==> src/rtl/cla_pipelined_adder.sv <==
// -----------------------------------------------------------------------------
// cla_pipelined_adder
//
// Pipelined carry-lookahead adder/subtractor. A WIDTH-bit operation is split
// into BLOCK-bit lookahead slices, one slice resolved per pipeline stage, with
// the slice carry registered between stages. The last stage register is the
// output register. All stages advance together under a single enable, so a
// stalled consumer freezes the whole pipe and results leave in acceptance
// order.
//
// Parameters
//   WIDTH  operand/result width; must be a positive multiple of BLOCK
//   BLOCK  bits resolved per stage (lookahead slice width)
//   STAGES derived pipeline depth, WIDTH/BLOCK
//
// Ports
//   clock          rising-edge clock
//   reset_n        asynchronous active-low reset
//   in_valid       operation present on data_operandA/B and sub
//   in_ready       operation accepted this cycle (combinational)
//   data_operandA  first operand
//   data_operandB  second operand
//   sub            0: A+B, 1: A-B computed as A + ~B + 1
//   out_valid      result fields valid
//   out_ready      consumer takes the result this cycle
//   data_result    sum/difference modulo 2^WIDTH
//   c_out          carry out of the MSB (1 = no borrow when subtracting)
//   overflow       signed overflow (MSB carry-in XOR carry-out)
// -----------------------------------------------------------------------------
module cla_pipelined_adder #(
    parameter int WIDTH = 32,
    parameter int BLOCK = 8
) (
    input  logic             clock,
    input  logic             reset_n,
    input  logic             in_valid,
    output logic             in_ready,
    input  logic [WIDTH-1:0] data_operandA,
    input  logic [WIDTH-1:0] data_operandB,
    input  logic             sub,
    output logic             out_valid,
    input  logic             out_ready,
    output logic [WIDTH-1:0] data_result,
    output logic             c_out,
    output logic             overflow
);

    // Guard the divisions below so a bad BLOCK reaches the check instead of
    // dividing by zero.
    localparam int BlockSafe = (BLOCK > 0) ? BLOCK : 1;
    localparam int STAGES    = (WIDTH / BlockSafe > 0) ? WIDTH / BlockSafe : 1;

    if (BLOCK < 1 || WIDTH < 1 || (WIDTH % BlockSafe) != 0) begin : gen_bad_params
        $error("cla_pipelined_adder: WIDTH (%0d) must be a positive multiple of BLOCK (%0d)",
               WIDTH, BLOCK);
    end

    // Full lookahead: every carry is a flat sum of generate/propagate products
    // rather than a ripple through the previous carry.
    function automatic logic [BLOCK:0] lookahead(input logic [BLOCK-1:0] gen,
                                                 input logic [BLOCK-1:0] prop,
                                                 input logic             cin);
        logic [BLOCK:0] c;
        logic           term;
        c    = '0;
        c[0] = cin;
        for (int i = 0; i < BLOCK; i++) begin
            c[i+1] = gen[i];
            term   = prop[i];
            for (int j = i - 1; j >= 0; j--) begin
                c[i+1] = c[i+1] | (term & gen[j]);
                term   = term & prop[j];
            end
            c[i+1] = c[i+1] | (term & cin);
        end
        return c;
    endfunction

    // Stage registers. Operand registers are shifted right by BLOCK per stage
    // so the next unresolved slice is always at the bottom; the partial result
    // is shifted right with each new slice entering at the top, so after the
    // last stage every slice sits at its final position.
    logic [WIDTH-1:0]  opa_q [STAGES];
    logic [WIDTH-1:0]  opb_q [STAGES];
    logic [WIDTH-1:0]  res_q [STAGES];
    logic [STAGES-1:0] valid_q;
    logic [STAGES-1:0] carry_q;
    logic              ovf_q;

    // Per-stage inputs and next-state values.
    logic [WIDTH-1:0]  opa_in [STAGES];
    logic [WIDTH-1:0]  opb_in [STAGES];
    logic [WIDTH-1:0]  res_in [STAGES];
    logic [STAGES-1:0] valid_in;
    logic [STAGES-1:0] carry_in;

    logic [BLOCK-1:0]  slice_a   [STAGES];
    logic [BLOCK-1:0]  slice_b   [STAGES];
    logic [BLOCK-1:0]  slice_sum [STAGES];
    logic [BLOCK:0]    chain     [STAGES];

    logic [WIDTH-1:0]  opa_d [STAGES];
    logic [WIDTH-1:0]  opb_d [STAGES];
    logic [WIDTH-1:0]  res_d [STAGES];
    logic [STAGES-1:0] carry_d;
    logic              ovf_d;

    logic adv;

    // The whole pipe moves unless a result is waiting on the consumer.
    assign adv      = !valid_q[STAGES-1] | out_ready;
    assign in_ready = adv;

    // Stage input selection: stage 1 takes the ports (B inverted for
    // subtraction, sub as carry-in), later stages take the previous register.
    always_comb begin
        opa_in[0]   = data_operandA;
        opb_in[0]   = data_operandB ^ {WIDTH{sub}};
        res_in[0]   = '0;
        carry_in[0] = sub;
        valid_in[0] = in_valid & adv;
        for (int s = 1; s < STAGES; s++) begin
            opa_in[s]   = opa_q[s-1];
            opb_in[s]   = opb_q[s-1];
            res_in[s]   = res_q[s-1];
            carry_in[s] = carry_q[s-1];
            valid_in[s] = valid_q[s-1];
        end
    end

    // Slice arithmetic for every stage.
    always_comb begin
        for (int s = 0; s < STAGES; s++) begin
            slice_a[s]   = opa_in[s][BLOCK-1:0];
            slice_b[s]   = opb_in[s][BLOCK-1:0];
            chain[s]     = lookahead(slice_a[s] & slice_b[s], slice_a[s] | slice_b[s],
                                     carry_in[s]);
            slice_sum[s] = slice_a[s] ^ slice_b[s] ^ chain[s][BLOCK-1:0];
            carry_d[s]   = chain[s][BLOCK];
            opa_d[s]     = opa_in[s] >> BLOCK;
            opb_d[s]     = opb_in[s] >> BLOCK;
            res_d[s]     = (res_in[s] >> BLOCK) | (WIDTH'(slice_sum[s]) << (WIDTH - BLOCK));
        end
        // The MSB lives in the top bit of the final slice.
        ovf_d = chain[STAGES-1][BLOCK] ^ chain[STAGES-1][BLOCK-1];
    end

    always_ff @(posedge clock or negedge reset_n) begin
        if (!reset_n) begin
            valid_q <= '0;
            carry_q <= '0;
            ovf_q   <= 1'b0;
            for (int s = 0; s < STAGES; s++) begin
                opa_q[s] <= '0;
                opb_q[s] <= '0;
                res_q[s] <= '0;
            end
        end else if (adv) begin
            valid_q <= valid_in;
            carry_q <= carry_d;
            ovf_q   <= ovf_d;
            for (int s = 0; s < STAGES; s++) begin
                opa_q[s] <= opa_d[s];
                opb_q[s] <= opb_d[s];
                res_q[s] <= res_d[s];
            end
        end
    end

    assign out_valid   = valid_q[STAGES-1];
    assign data_result = res_q[STAGES-1];
    assign c_out       = carry_q[STAGES-1];
    assign overflow    = ovf_q;

    // Final-stage operand registers only ever hold shifted-out zeros.
    logic unused_last_ops;
    assign unused_last_ops = ^{opa_q[STAGES-1], opb_q[STAGES-1]};

endmodule

==> config.mk <==
export PLATFORM = sky130hd
export DESIGN_NAME = cla_pipelined_adder
export DESIGN_NICKNAME = d
export VERILOG_FILES = /design/src/rtl/cla_pipelined_adder.sv
export SDC_FILE = /design/constraint.sdc
export NUM_CORES = 1
export LEC_CHECK = 0
export ABC_AREA = 1
export ABC_CLOCK_PERIOD_IN_PS = 1850
export CELL_PAD_IN_SITES_DETAIL_PLACEMENT = 1
export CELL_PAD_IN_SITES_GLOBAL_PLACEMENT = 1
export CORE_MARGIN = 2
export CORE_UTILIZATION = 41
export DETAILED_ROUTE_END_ITERATION = 7
export PLACE_DENSITY_LB_ADDON = 0.08
export SLEW_MARGIN = 25
export SYNTH_ARGS = -nofsm -noshare
export SYNTH_HDL_FRONTEND = slang
export SYNTH_SLANG_ARGS = --single-unit
==> constraint.sdc <==
create_clock -name clock -period 1.85 [get_ports clock]
set_clock_uncertainty 0.05 [all_clocks]
set_input_delay 0.2775 -clock clock [delete_from_list [all_inputs] [get_ports clock]]
set_output_delay 0.2775 -clock clock [all_outputs]
set_load 0.1 [all_outputs]
-- Word level (Yosys, flattened, before mapping)
Cells that the tools add are included.
Widths: inputs -> output; s select.
- word-level logic and storage cells: 437
- bits of input ports: 69
- flip-flop bits (word level): 209
- output and inout bits: 36
- bitwise logic cells: 423
- reductions and logical operators: 1
- operators with widths (cell ; number):
    $and 1x1->1 ; 257
    $or 1x1->1 ; 145
    $or 24x32->32 ; 3
    $xor 8x8->8 ; 8
    $and 8x8->8 ; 4
    $or 8x8->8 ; 4
    $xor 32x32->32 ; 1
    $logic_not 1->1 ; 1
    $xor 1x1->1 ; 1

-- Depth between registers and ports, before layout
Gate-level depths: netlist of run 1.
- word-level depth: 11
- depth in mapped cells: 15

-- Least setup slack after synthesis of run 1
Ideal clock, no wire load.
- kind: flip-flop to flip-flop
- start point: register valid_q[3]
- end point: register opa_q, in the netlist opa_d[64]
- cell stages (with the launch flop): 8
- arrival time: 1.954 ns
- required time: 1.681 ns
- period minus slack after synthesis: 2.123 ns
- path buffers: 2
- setup time: 0.119 ns
- setup slack: -0.273 ns
- cell sequence: dfrtp_1 > inv_1 > nor2_4 > inv_2 > buf_2 > buf_2 > nand2_1 > nand2_1
- longest elaborated chain between the ends: 2
- ends and longest elaborated chain (what ; RTL line ; text):
    start, declared ; 86 ; logic [STAGES-1:0] valid_q;
    start signal, assigned ; 159 ; valid_q <= valid_in;
    $logic_not 1->1 ; 111 ; assign adv = !valid_q[STAGES-1] | out_ready;
    $or 1x1->1 ; 111 ;
    via in_ready ; 37 ; output logic in_ready,
    end signal, assigned by index ; 163 ; opa_q[s] <= opa_d[s];
    end, declared ; 83 ; logic [WIDTH-1:0] opa_q [STAGES];
The timed path passes the listed nets, and every way through them passes these cells.
A chain may end at the register's enable or synchronous reset.

-- Worst setup path in the final report of run 1
- start point: register valid_q[3]
- end point: output in_ready
- longest elaborated chain between the ends: 2
- ends and longest elaborated chain (what ; RTL line):
    $logic_not 1->1 ; 111
    $or 1x1->1 ; 111
    end, declared ; 37
Every way passes these cells.

==> metrics list, run 1 <==
- The run finished with clean final reports.
- Crit path largest cell delay: approximately 0.42 ns
- Summed over all layers, the global routing overflow is 0.
- First-pass GRT wire length: 38.3 mm
* Placeable core region: 22600 um2
* Number of filler cells placed in the layout: 2674
* Total Wirelength: approximately 23 mm
* Vias in the first global route: 7798
- HPWL reported at the end of detailed placement: 17.0 mm
- Area taken by multi-input logic gates: 4030 um2
- I/O pins: 105
- The tool flagged a number of max-cap violations equal to 0.
- For this run, the number of Yosys warnings is 0.
- For the pin with the worst max-slew slack, the measured transition is around 0.53 ns.
- After clock tree synthesis, the clock-pin slew on the worst setup and hold paths is 0.07 ns.
* Number of buffers created by CTS: 17
- The floorplan step defined a die boundary enclosing 24200 um2.
- Initial antenna violation count: 1
* Ratio of final minimum period to clock period: 0.954
* Launching element type of the critical path: flip-flop
* Share of synthesized area occupied by flip-flops and latches: 0.492
* Wire per inst: 14.7 um
- Clock buffer depth: 2
* Area share of and/or/nand/nor cells after synthesis: 0.221
- Across every metal layer, demand over resource in global routing totals 0.198.
* Post-layout power: about 23 mW
* Class of the tightest hold or removal check: in2reg
- Setup slack on the worst reg-to-reg path comes out at 0.13 ns.
- Leakage Power: 6.05 nW
- The critical path is of the reg2out type.
- Of the total synthesized cell area, the portion taken by XOR and XNOR cells is 0.0381.
- Syn-to-layout area delta: 27.3%
* Number of library cell types mapped by synthesis: 33
* Nets: about 1400
* Worst endpoint data arrival time: 1.44 ns
* Deepest level of the CTS H-tree: 4
- The number of max-slew violations in the final report is 0.
- The initialized floorplan defines 55 standard-cell rows.
- Across the whole layout, storage elements account for 4630 um2.
- Power density over cell area: approximately 1900 nW/um2
- Detailed-router iteration count before antenna repair: 4
- Across the VDD grid, the largest voltage drop is 846 uV.
- The routed design could run at a clock period as short as 1.76 ns.
* Mux contribution to synthesized area: 0
- Together, buffers and inverters on the worst path number 3.
- Clock Sinks: 185
- DIE HEIGHT: between 150 and 200 um
- Clock tree from TritonCTS: yes
- The critical path crosses 4 cells after its start point.
- The slowest stage of the critical path is the sky130_fd_sc_hd__dfrtp_2 cell.
* Starting DRT DRC Count: 302
- The count of buffers added on input and output ports is about 100.
- Effective utilization at floorplan: 0.417
- Clock latency on the worst-skew pair, taken at its later pin, is ~0.43 ns.
* Capture point of the worst reg-to-reg path: res_in[31]
- Fraction of final layout cells with drive strength greater than 1: 0.101
- By area, the combinational part of the netlist is dominated by simple AND/OR/NAND/NOR gates.
- Adder-Cell Fraction of Synth Area: 0.0914
- After synthesis the netlist holds a flip-flop and latch count of roughly 190.
- Mean instance size in the synthesized netlist: between 8 and 9 um2
* Reg-to-reg critical path startpoint: opb_in[35]
- Number of inserted diodes: 0
- Worst EP required: 1.52 ns
* Peak Freq: 567 MHz
* Post-Route Hold Slack: 0.329 ns
- Worst setup path endpoint: in_ready
- Of all nets on the critical path, the largest fanout is 22.
- Largest net degree at the start of global routing: 58
- Dividing the detail-routed via count by the number of cells gives 4.88.
* Reg2reg path depth: 13
* Syn Inst Count: 1126
- Launch point of the worst path: valid_q[3]
- Gate family responsible for the most delay along the worst path: buffers and inverters
- After detailed routing, the number of remaining DRC violations is 0.
- Buffer cell driving the clock tree root: sky130_fd_sc_hd__clkbuf_16
- Number of vias after detailed routing: between 7000 and 8000
* Gpl congestion: 0.820
- The compound-cell area share of the yosys netlist was 0.0756.
* Max transition margin: 0.649
- Final antenna-violating net count: 0
- Counting every net in the synthesized netlist gives around 1300.
- In this run the horizontal extent of the chip is approximately 160 um.
* Critical Path Sink Type: output pin
- Once the clock tree was built, the setup fixing pass inserted 0 buffers.
* Sequence of cells on the critical path: inv_1, nor2_4, inv_6, buf_12
* Number of setup violations in the final report: 0
- Cell Area, Synth: 9420 um2
- The final hold violation count came to 0.
flip-flops by register name, indices dropped and copies added, names as in the netlist:
register,flops
overflow,1
res_in,48
valid_q,4
carry_q,4
opb_d,24
data_result,32
opa_d,24
opb_in,24
opa_in,24
final cells by class:
type	count	share of cell area
well taps	285	0.0298
clock inverters	11	0.0142
flip-flops and latches	185	0.386
multi-input cells	758	0.336
inverters	139	0.0440
clock buffers	20	0.0373
repair buffers	144	0.153
cells by family after synthesis:
family | count (synthesis)
simple gates | 512
flops | 185
buf+inv | 183
compound gates | 138
fa+ha+maj | 67
xor+xnor | 41
layer usage:
metal	vias up	wire length (um)	part of all wire	track usage
met3	27	830	0.037	0.0342
li1	3748	-	-	-
met4	2	291	0.013	0.0520
met5	-	14	0.00062	0
met2	120	10100	0.45	0.310
met1	3626	11400	0.50	0.286
metrics by stage:
step           setup WS (ns)  area (um2)  instances   util  setup TNS (ns)
2_1_floorplan        0.00754        9420       1126      -               0
3_3_place_gp          -0.160       11300       1510  0.503          -0.784
3_5_place_dp          -0.249       11300       1510  0.503           -1.38
4_1_cts              0.00597       12000       1542  0.530               0
5_1_grt              -0.0113       12000       1542  0.531         -0.0113
6_report              0.0851       12000       1542  0.531               0
cell usage after synthesis (all sizes together):
cell / count / area share
fa: 3 / 0.0064
nand2: 387 / 0.16
nor3: 8 / 0.0043
a31oi: 1 / 0.00066
xnor2: 34 / 0.032
nand3: 54 / 0.029
or2: 2 / 0.0013
nor4: 1 / 0.00066
dfrtp: 185 / 0.49
a22oi: 2 / 0.0016
a21o: 2 / 0.0016
buf: 37 / 0.024
clkbuf: 7 / 0.0028
nand3b: 4 / 0.0036
inv: 139 / 0.055
nor2: 44 / 0.019
o22ai: 1 / 0.00066
ha: 64 / 0.085
a21oi: 21 / 0.012
nand4: 12 / 0.0080
o21ai: 109 / 0.058
a211oi: 1 / 0.00080
o211ai: 1 / 0.00080
xor2: 7 / 0.0065
power by group:
part | total [mW] | internal, mW | switching (mW)
sequential | 7.20 | 5.86 | 1.34
combinational | 11.5 | 4.14 | 7.32
clock | 3.84 | 2.30 | 1.55
worst min path at each step:
stage | start | end | slack [ns] | depth (start not counted)
after CTS | data_operandA[16] | opa_d[64] | 0.33 | 3
after floorplan | reset_n | carry_q[0] | -0.07 | 0
after detailed placement | reset_n | data_result[14] | 0.25 | 1
after global routing | data_operandA[10] | opa_in[66] | 0.33 | 3
final | data_operandA[16] | opa_d[64] | 0.33 | 3
after global placement | reset_n | data_result[14] | 0.25 | 1
cell usage in the layout (no fill, tap or decap), drive strengths merged:
master         instances
or2                    2
clkdlybuf4s50         66
xnor2                 34
o21ai                109
nor2                  44
fa                     3
ha                    64
nor3                   8
inv                  141
dfrtp                185
nand2                387
a31oi                  1
nor4                   1
a211oi                 1
a21o                   2
nand3b                 4
clkinvlp               3
o22ai                  1
buf                   76
nand3                 54
clkbuf                21
nand4                 12
a22oi                  2
xor2                   7
a21oi                 21
dlygate4sd3            1
clkinv                 2
bufinv                 4
o211ai                 1
timing repair:
item,4_1_cts,5_1_grt
hold buffers,1,0
setup endpoints to repair,0,5
resized for setup,0,6
endpoints found under the hold margin,50,0
worst register-to-register path, cell delays in order, from the launching register on:
cell and delay, ns:
sky130_fd_sc_hd__dfrtp_1 0.38, sky130_fd_sc_hd__inv_1 0.09, sky130_fd_sc_hd__ha_2 0.21, sky130_fd_sc_hd__inv_1 0.10, sky130_fd_sc_hd__nand2_1 0.08, sky130_fd_sc_hd__nand2_1 0.07, sky130_fd_sc_hd__nor2_1 0.10, sky130_fd_sc_hd__nand3_1 0.12
sky130_fd_sc_hd__nand2_1 0.10, sky130_fd_sc_hd__nand2_1 0.06, sky130_fd_sc_hd__nand2_1 0.07, sky130_fd_sc_hd__nand2_1 0.07, sky130_fd_sc_hd__nand2_1 0.07, sky130_fd_sc_hd__nand2_1 0.05
Note: power is estimated with default switching activity, not from simulation.
==> inputs of run 2 (changes only) <==
--- a/config.mk
+++ b/config.mk
@@ -9,6 +9,7 @@
 export ABC_CLOCK_PERIOD_IN_PS = 1850
 export CELL_PAD_IN_SITES_DETAIL_PLACEMENT = 1
 export CELL_PAD_IN_SITES_GLOBAL_PLACEMENT = 1
+export CORE_ASPECT_RATIO = 0.8
 export CORE_MARGIN = 2
 export CORE_UTILIZATION = 41
 export DETAILED_ROUTE_END_ITERATION = 7
==> run 2 against run 1 <==
Compared with the run above:
- power barely moved
- combinational power barely moved
- fmax fell by 0.55%
- routed wire length rose by 3.1%
- critical path type unchanged
- critical endpoint unchanged
==> metrics list, run 2 (same netlist as run 1, synthesis figures left out) <==
* Result of the run: completed
- STA puts the critical path data required time at 1.52 ns.
- Final hold violation count: 0
- Nets: approximately 1400
- Dividing the detail-routed wire length by the instance count gives ~15 um.
- Entering global routing, the biggest net connects 73 pins.
- I/O pins: 105
* Number of buffers created by CTS: 17
- Top library cells by usage in the layout, fill and taps aside: 380 x sky130_fd_sc_hd__nand2_1, 184 x sky130_fd_sc_hd__dfrtp_1, 136 x sky130_fd_sc_hd__inv_1
- Critical Path Sink Type: output pin
- Logic depth of the worst path, buffers included: 5
- Number of vias after detailed routing: 7474
- Power density over cell area: 1880 nW/um2
* Max capacitance violation total: 0
- The die covers roughly 24000 um2.
- The total overflow left after global routing is 0.
- Initial antenna violation count: 2
- Fill cells in the final layout number 2663.
* Most common cell after layout, fill and taps aside: sky130_fd_sc_hd__nand2_1
- Flip-flop count of the largest register, all copies and words added: 48
* Worst setup path class: reg2out
- Max transition margin: 0.721
- Setup total negative slack on the finished layout was measured at 0 ns.
- Worst endpoint data arrival time: between 1 and 1.5 ns
* DIE HEIGHT: 140 um
- In this run the critical register-to-register path is captured at overflow.
- Clock-pin slew was measured on the worst setup and hold paths at 0.07 ns.
* Master of the slowest instance on the critical path: sky130_fd_sc_hd__dfrtp_2
- Final core utilization: 0.533
- Cell seen most often among critical-path stages: sky130_fd_sc_hd__buf_12
- The worst register-to-register path begins at opa_in[7].
* Bufs and invs on worst path: 4
- Number of setup violations in the final report: 0
* Starting DRT DRC Count: 391
* Leakage Power: 6.03 nW
- The number of global-route vias before repair was 7803.
* Pre-CTS WS: -0.252 ns
- In this run the remaining antenna-violating nets after routing total 0.
- In the final layout, the share of cells above drive strength 1 is 0.107.
- Vias per Instance: between 4 and 5
* Worst R2R Setup Slack: 0.13 ns
* Post-route design area: approximately 12000 um2
* Placeable core region: 22500 um2
- Slew at the pin with the worst max-slew slack: ~0.42 ns
- Clock tree from TritonCTS: yes
* First-pass GRT wire length: 39.6 mm
* Clock network latency to the later pin of the worst-skew pair: about 0.43 ns
- The worst path in the final design needs a cycle of 1.77 ns, including I/O delays and setup.
* Deepest level of the CTS H-tree: 4
- The die is 173 um wide.
- Syn-to-layout area delta: 27.3%
* Clock Sinks: between 150 and 200
* Final max-slew violation count: 0
- The largest single stage delay on the critical path is approximately 0.39 ns.
- Post-place instance area: 11300 um2
- Unrepaired setup endpoints after global routing: yes
- Gpl congestion: 0.807
- The cell family contributing the most delay on the critical path is buffers and inverters.
- For this run, design rule violations remaining after detail routing come to 0.
- Buffer cell driving the clock tree root: sky130_fd_sc_hd__clkbuf_16
* Sequence of cells on the critical path: inv_1, nor2_4, clkinv_4, buf_12, buf_12
- The floorplan has 49 rows.
- The min-delay analysis places its worst path in the category in2async.
* Effective utilization at floorplan: 0.419
- Ratio of final minimum period to clock period: 0.959
- Peak Freq: 563 MHz
- The number of cells on the worst reg-to-reg path is 9.
* GRT Overall Usage: 0.203
- The worst setup path is launched from a flip-flop.
- Post-route worst setup slack: 0.0753 ns
* HPWL reported at the end of detailed placement: 17.1 mm
- VDD IR-drop max: 746 uV
* Total Wirelength: between 20 and 25 mm
- Crit-path max FO: 6
- The pre-antenna-repair detailed-routing pass consisted of 8 iterations.
- Clock buffer depth: 2
* Number of buffer cells added on primary ports: 104
run 2: cell types whose count changed in the layout (fill, tap and decap cells not counted), moves of 2 or more:
cell,previous run,this run
sky130_fd_sc_hd__ha_1,63,59
sky130_fd_sc_hd__bufinv_16,4,2
sky130_fd_sc_hd__nor2_2,5,3
sky130_fd_sc_hd__clkbuf_1,2,0
sky130_fd_sc_hd__clkinvlp_4,3,1
sky130_fd_sc_hd__ha_2,1,5
sky130_fd_sc_hd__buf_12,46,44
sky130_fd_sc_hd__clkinv_4,0,4
run 2: through the flow:
stage	hold slack, ns	cells	total power, mW
final	0.296	1564	22.5
after global routing	0.321	1563	24.2
after CTS	0.298	1555	22.5
after detailed placement	0.196	1522	18.6
after global placement	0.197	1522	18.3
after floorplan	-0.0681	1126	14.5
run 2: metal layers:
layer,global-route usage,part of all wire,vias to the layer above
met5,0,0.00043,-
met4,0.0638,0.014,2
met3,0.0374,0.040,27
met2,0.298,0.42,112
met1,0.304,0.52,3583
li1,-,-,3750
run 2: what timing repair did:
action	in CTS	in global routing
hold endpoints to repair	40	0
endpoints found under the setup margin	1	10
pin swaps	1	5
cloned	0	1
gates resized for setup	0	11
hold buffers	1	0
setup buffers	1	7
run 2: worst max-delay path by stage:
stage / from / end / slack, ns
after global routing: opa_in[7] / overflow / -0.003
after CTS: valid_q[3] / in_ready / 0.008
after global placement: data_operandB[2] / res_in[95] / -0.16
after floorplan: valid_q[3] / in_ready / 0.008
after detailed placement: data_operandB[3] / res_in[95] / -0.25
final: valid_q[3] / in_ready / 0.08
run 2: layout make-up:
cell class,count,area [um2],share of cell area
antenna,1,2.50,0.000209
clock buffer,18,439,0.0366
clock inverter,13,144,0.0120
inverter,139,527,0.0439
multi-input combinational,758,4050,0.337
sequential,185,4630,0.386
tap,306,383,0.0319
timing repair buffer,144,1820,0.152
run 2: power breakdown:
group / total (mW) / switching [mW] / internal, mW
sequential: 7.14 / 1.28 / 5.86
combinational: 11.7 / 7.51 / 4.20
clock: 3.66 / 1.63 / 2.04
total: 22.5 / 10.4 / 12.1
==> inputs of run 3 (changes only) <==
--- a/config.mk
+++ b/config.mk
@@ -9,7 +9,7 @@
 export ABC_CLOCK_PERIOD_IN_PS = 1850
 export CELL_PAD_IN_SITES_DETAIL_PLACEMENT = 1
 export CELL_PAD_IN_SITES_GLOBAL_PLACEMENT = 1
-export CORE_ASPECT_RATIO = 0.8
+export CORE_ASPECT_RATIO = 0.7
 export CORE_MARGIN = 2
 export CORE_UTILIZATION = 41
 export DETAILED_ROUTE_END_ITERATION = 7
==> run 3 against run 2 <==
Compared with the run above:
- non-clock buffer count is 2 higher
- combinational power hardly changed
- first-iteration DRC count is 0.77% higher
- power is 1.9% higher
- sequential power hardly changed
- sequential share of layout area is 0.28 points lower
- critical endpoint unchanged
- critical path depth is 1 lower
==> metrics list, run 3 (same netlist as run 1, synthesis figures left out) <==
- Fraction of final layout cells with drive strength greater than 1: 0.113
* Final max-slew violation count: 0
- In the global route stage, overall resource usage came out at 0.214.
* Width of the die: between 150 and 200 um
- In the final layout, the multi-input gates occupy 4060 um2.
- The placed instances occupy a cell area of 11300 um2.
- Detailed-router iteration count before antenna repair: 4
- Largest net degree at the start of global routing: 58
- The finished layout holds 1574 standard cells, fillers aside.
- Buffer cell driving the clock tree root: sky130_fd_sc_hd__clkbuf_16
* Wire per inst: about 15 um
- Crit path largest cell delay: 0.42 ns
- At the pin with the least slew margin, the transition time is roughly 0.45 ns.
- The run finished with clean final reports.
* Crit-path max FO: 9
* Peak Freq: around 570 MHz
- Post-route design area: about 12000 um2
- Number of vias after detailed routing: around 7600
* Clock buffer depth: 2
* Met3 capacity usage during global routing: 0.0485
- The initial antenna violation count is 2.
- The die is 131 um tall.
* Clock Sinks: 185
- Total Wirelength: 24.2 mm
* Vias per Instance: around 4.8
- TritonCTS built the clock tree.
- The die covers 24200 um2.
- Total congestion overflow: 0
- Fraction of met1 tracks used by global routing: 0.329
* Leakage Power: 6.06 nW
- ~110 I/O pins were placed.
- Launching element type of the critical path: flip-flop
* Vias in the first global route: 7564
* Worst endpoint data arrival time: 1.42 ns
- Number of filler cells placed in the layout: 2675
- In the final design database the tool counted about 1400 nets.
* Number of remaining DRC errors: 0
* Number of setup violations in the final report: 0
- Row generation in the floorplan step produced 46 rows.
* Class of the tightest hold or removal check: in2async
- Syn-to-layout area delta: 28.3%
- The H-tree was split into 4 levels.
* Gpl congestion: 0.806
* Sequence of cells on the critical path: inv_1, nor2_4, clkinv_8, buf_12
* Placeable core region: 22600 um2
* Most common cell after layout, fill and taps aside: sky130_fd_sc_hd__nand2_1
* Met2 Track Usage GR: 0.307
- Layer with the highest usage after global routing: met1
- Clock edge transition at the registers on the reported setup and hold paths: 0.07 ns
* Flip-flop count of the largest register, all copies and words added: 48
* First-pass GRT wire length: 40.1 mm
- Placed insts: 1531
- In this run the power density over the cells is 1900 nW/um2.
- Effective utilization at floorplan: 0.416
- Worst setup path class: reg2out
- Final antenna-violating net count: 0
- VDD sags by at most 992 uV.
- Max transition margin: 0.700
- Number of buffer cells added on primary ports: 104
* Ratio of final minimum period to clock period: 0.945
* Critical Path Sink Type: output pin
- Top library cells by usage in the layout, fill and taps aside: 381 x sky130_fd_sc_hd__nand2_1, 184 x sky130_fd_sc_hd__dfrtp_1, 133 x sky130_fd_sc_hd__inv_1
* Final worst path period need: 1.75 ns
- For the worst-skew pair, the clock arrives at the later sink with an insertion delay of 0.44 ns.
* Worst EP required: approximately 1.5 ns
- Final hold violation count: 0
* HPWL reported at the end of detailed placement: approximately 18 mm
* Starting DRT DRC Count: 394
* Max capacitance violation total: 0
- Sequential cell area in the final layout: 4630 um2
- The slowest stage of the critical path is the sky130_fd_sc_hd__dfrtp_2 cell.
- Number of buffers created by CTS: 17
## run 3: final timing paths
kind                              startpoint              end  slack, ns  cells after the start
min reg2reg                        opa_d[79]        opa_d[39]       0.42                      2
min in group clock         data_operandA[19]        opa_d[67]       0.33                      3
max                               valid_q[3]         in_ready       0.10                      4
max in group asynchronous            reset_n       valid_q[3]       0.79                      3
min                                  reset_n  data_result[12]       0.32                      2
max reg2reg                        opb_in[1]  data_result[31]       0.13                     11
## run 3: report_power, final
part	internal (mW)	switching [mW]
logic	4.20	7.64
registers	5.86	1.26
clock network	2.30	1.69
## run 3: stage by stage
step                utilization  hold WS [ns]  TNS [ns]  setup slack [ns]  power [mW]
floorplan                     -       -0.0681         0           0.00754        14.5
global placement          0.500         0.220    -0.932            -0.182        18.4
detailed placement        0.500         0.221     -1.58            -0.295        18.7
CTS                       0.529         0.310         0            0.0167        22.9
global route              0.534         0.336   -0.0137           -0.0137        24.7
finish                    0.534         0.316         0             0.101        22.9
## run 3: worst max-delay path, delay by kind of cell, from the launching register on
family / cells / cell delay [ns]
flops: 1 / 0.42
buf+inv: 3 / 0.38
simple gates: 1 / 0.18
## run 3: what timing repair did
action / CTS / global route
hold buffers: 1 / 0
gates cloned: 0 / 1
pin swaps: 1 / 4
buffers inserted: 1 / 7
resized for setup: 1 / 18
endpoints found under the hold margin: 42 / 0
setup endpoints to repair: 1 / 10
## run 3: cell type report
class	count	area share
clock inverters	15	0.0178
clock buffers	17	0.0352
inverters	139	0.0442
repair inverters	1	0.000725
repair buffers	146	0.150
multi-input cells	758	0.336
diodes	1	0.000207
well taps	312	0.0323
flip-flops and latches	185	0.383
## run 3: routing by layer
layer | share of wire | wire, um
met1 | 0.53 | 12900
met4 | 0.0080 | 193
met3 | 0.047 | 1150
met5 | 0.00041 | 10
met2 | 0.41 | 9950
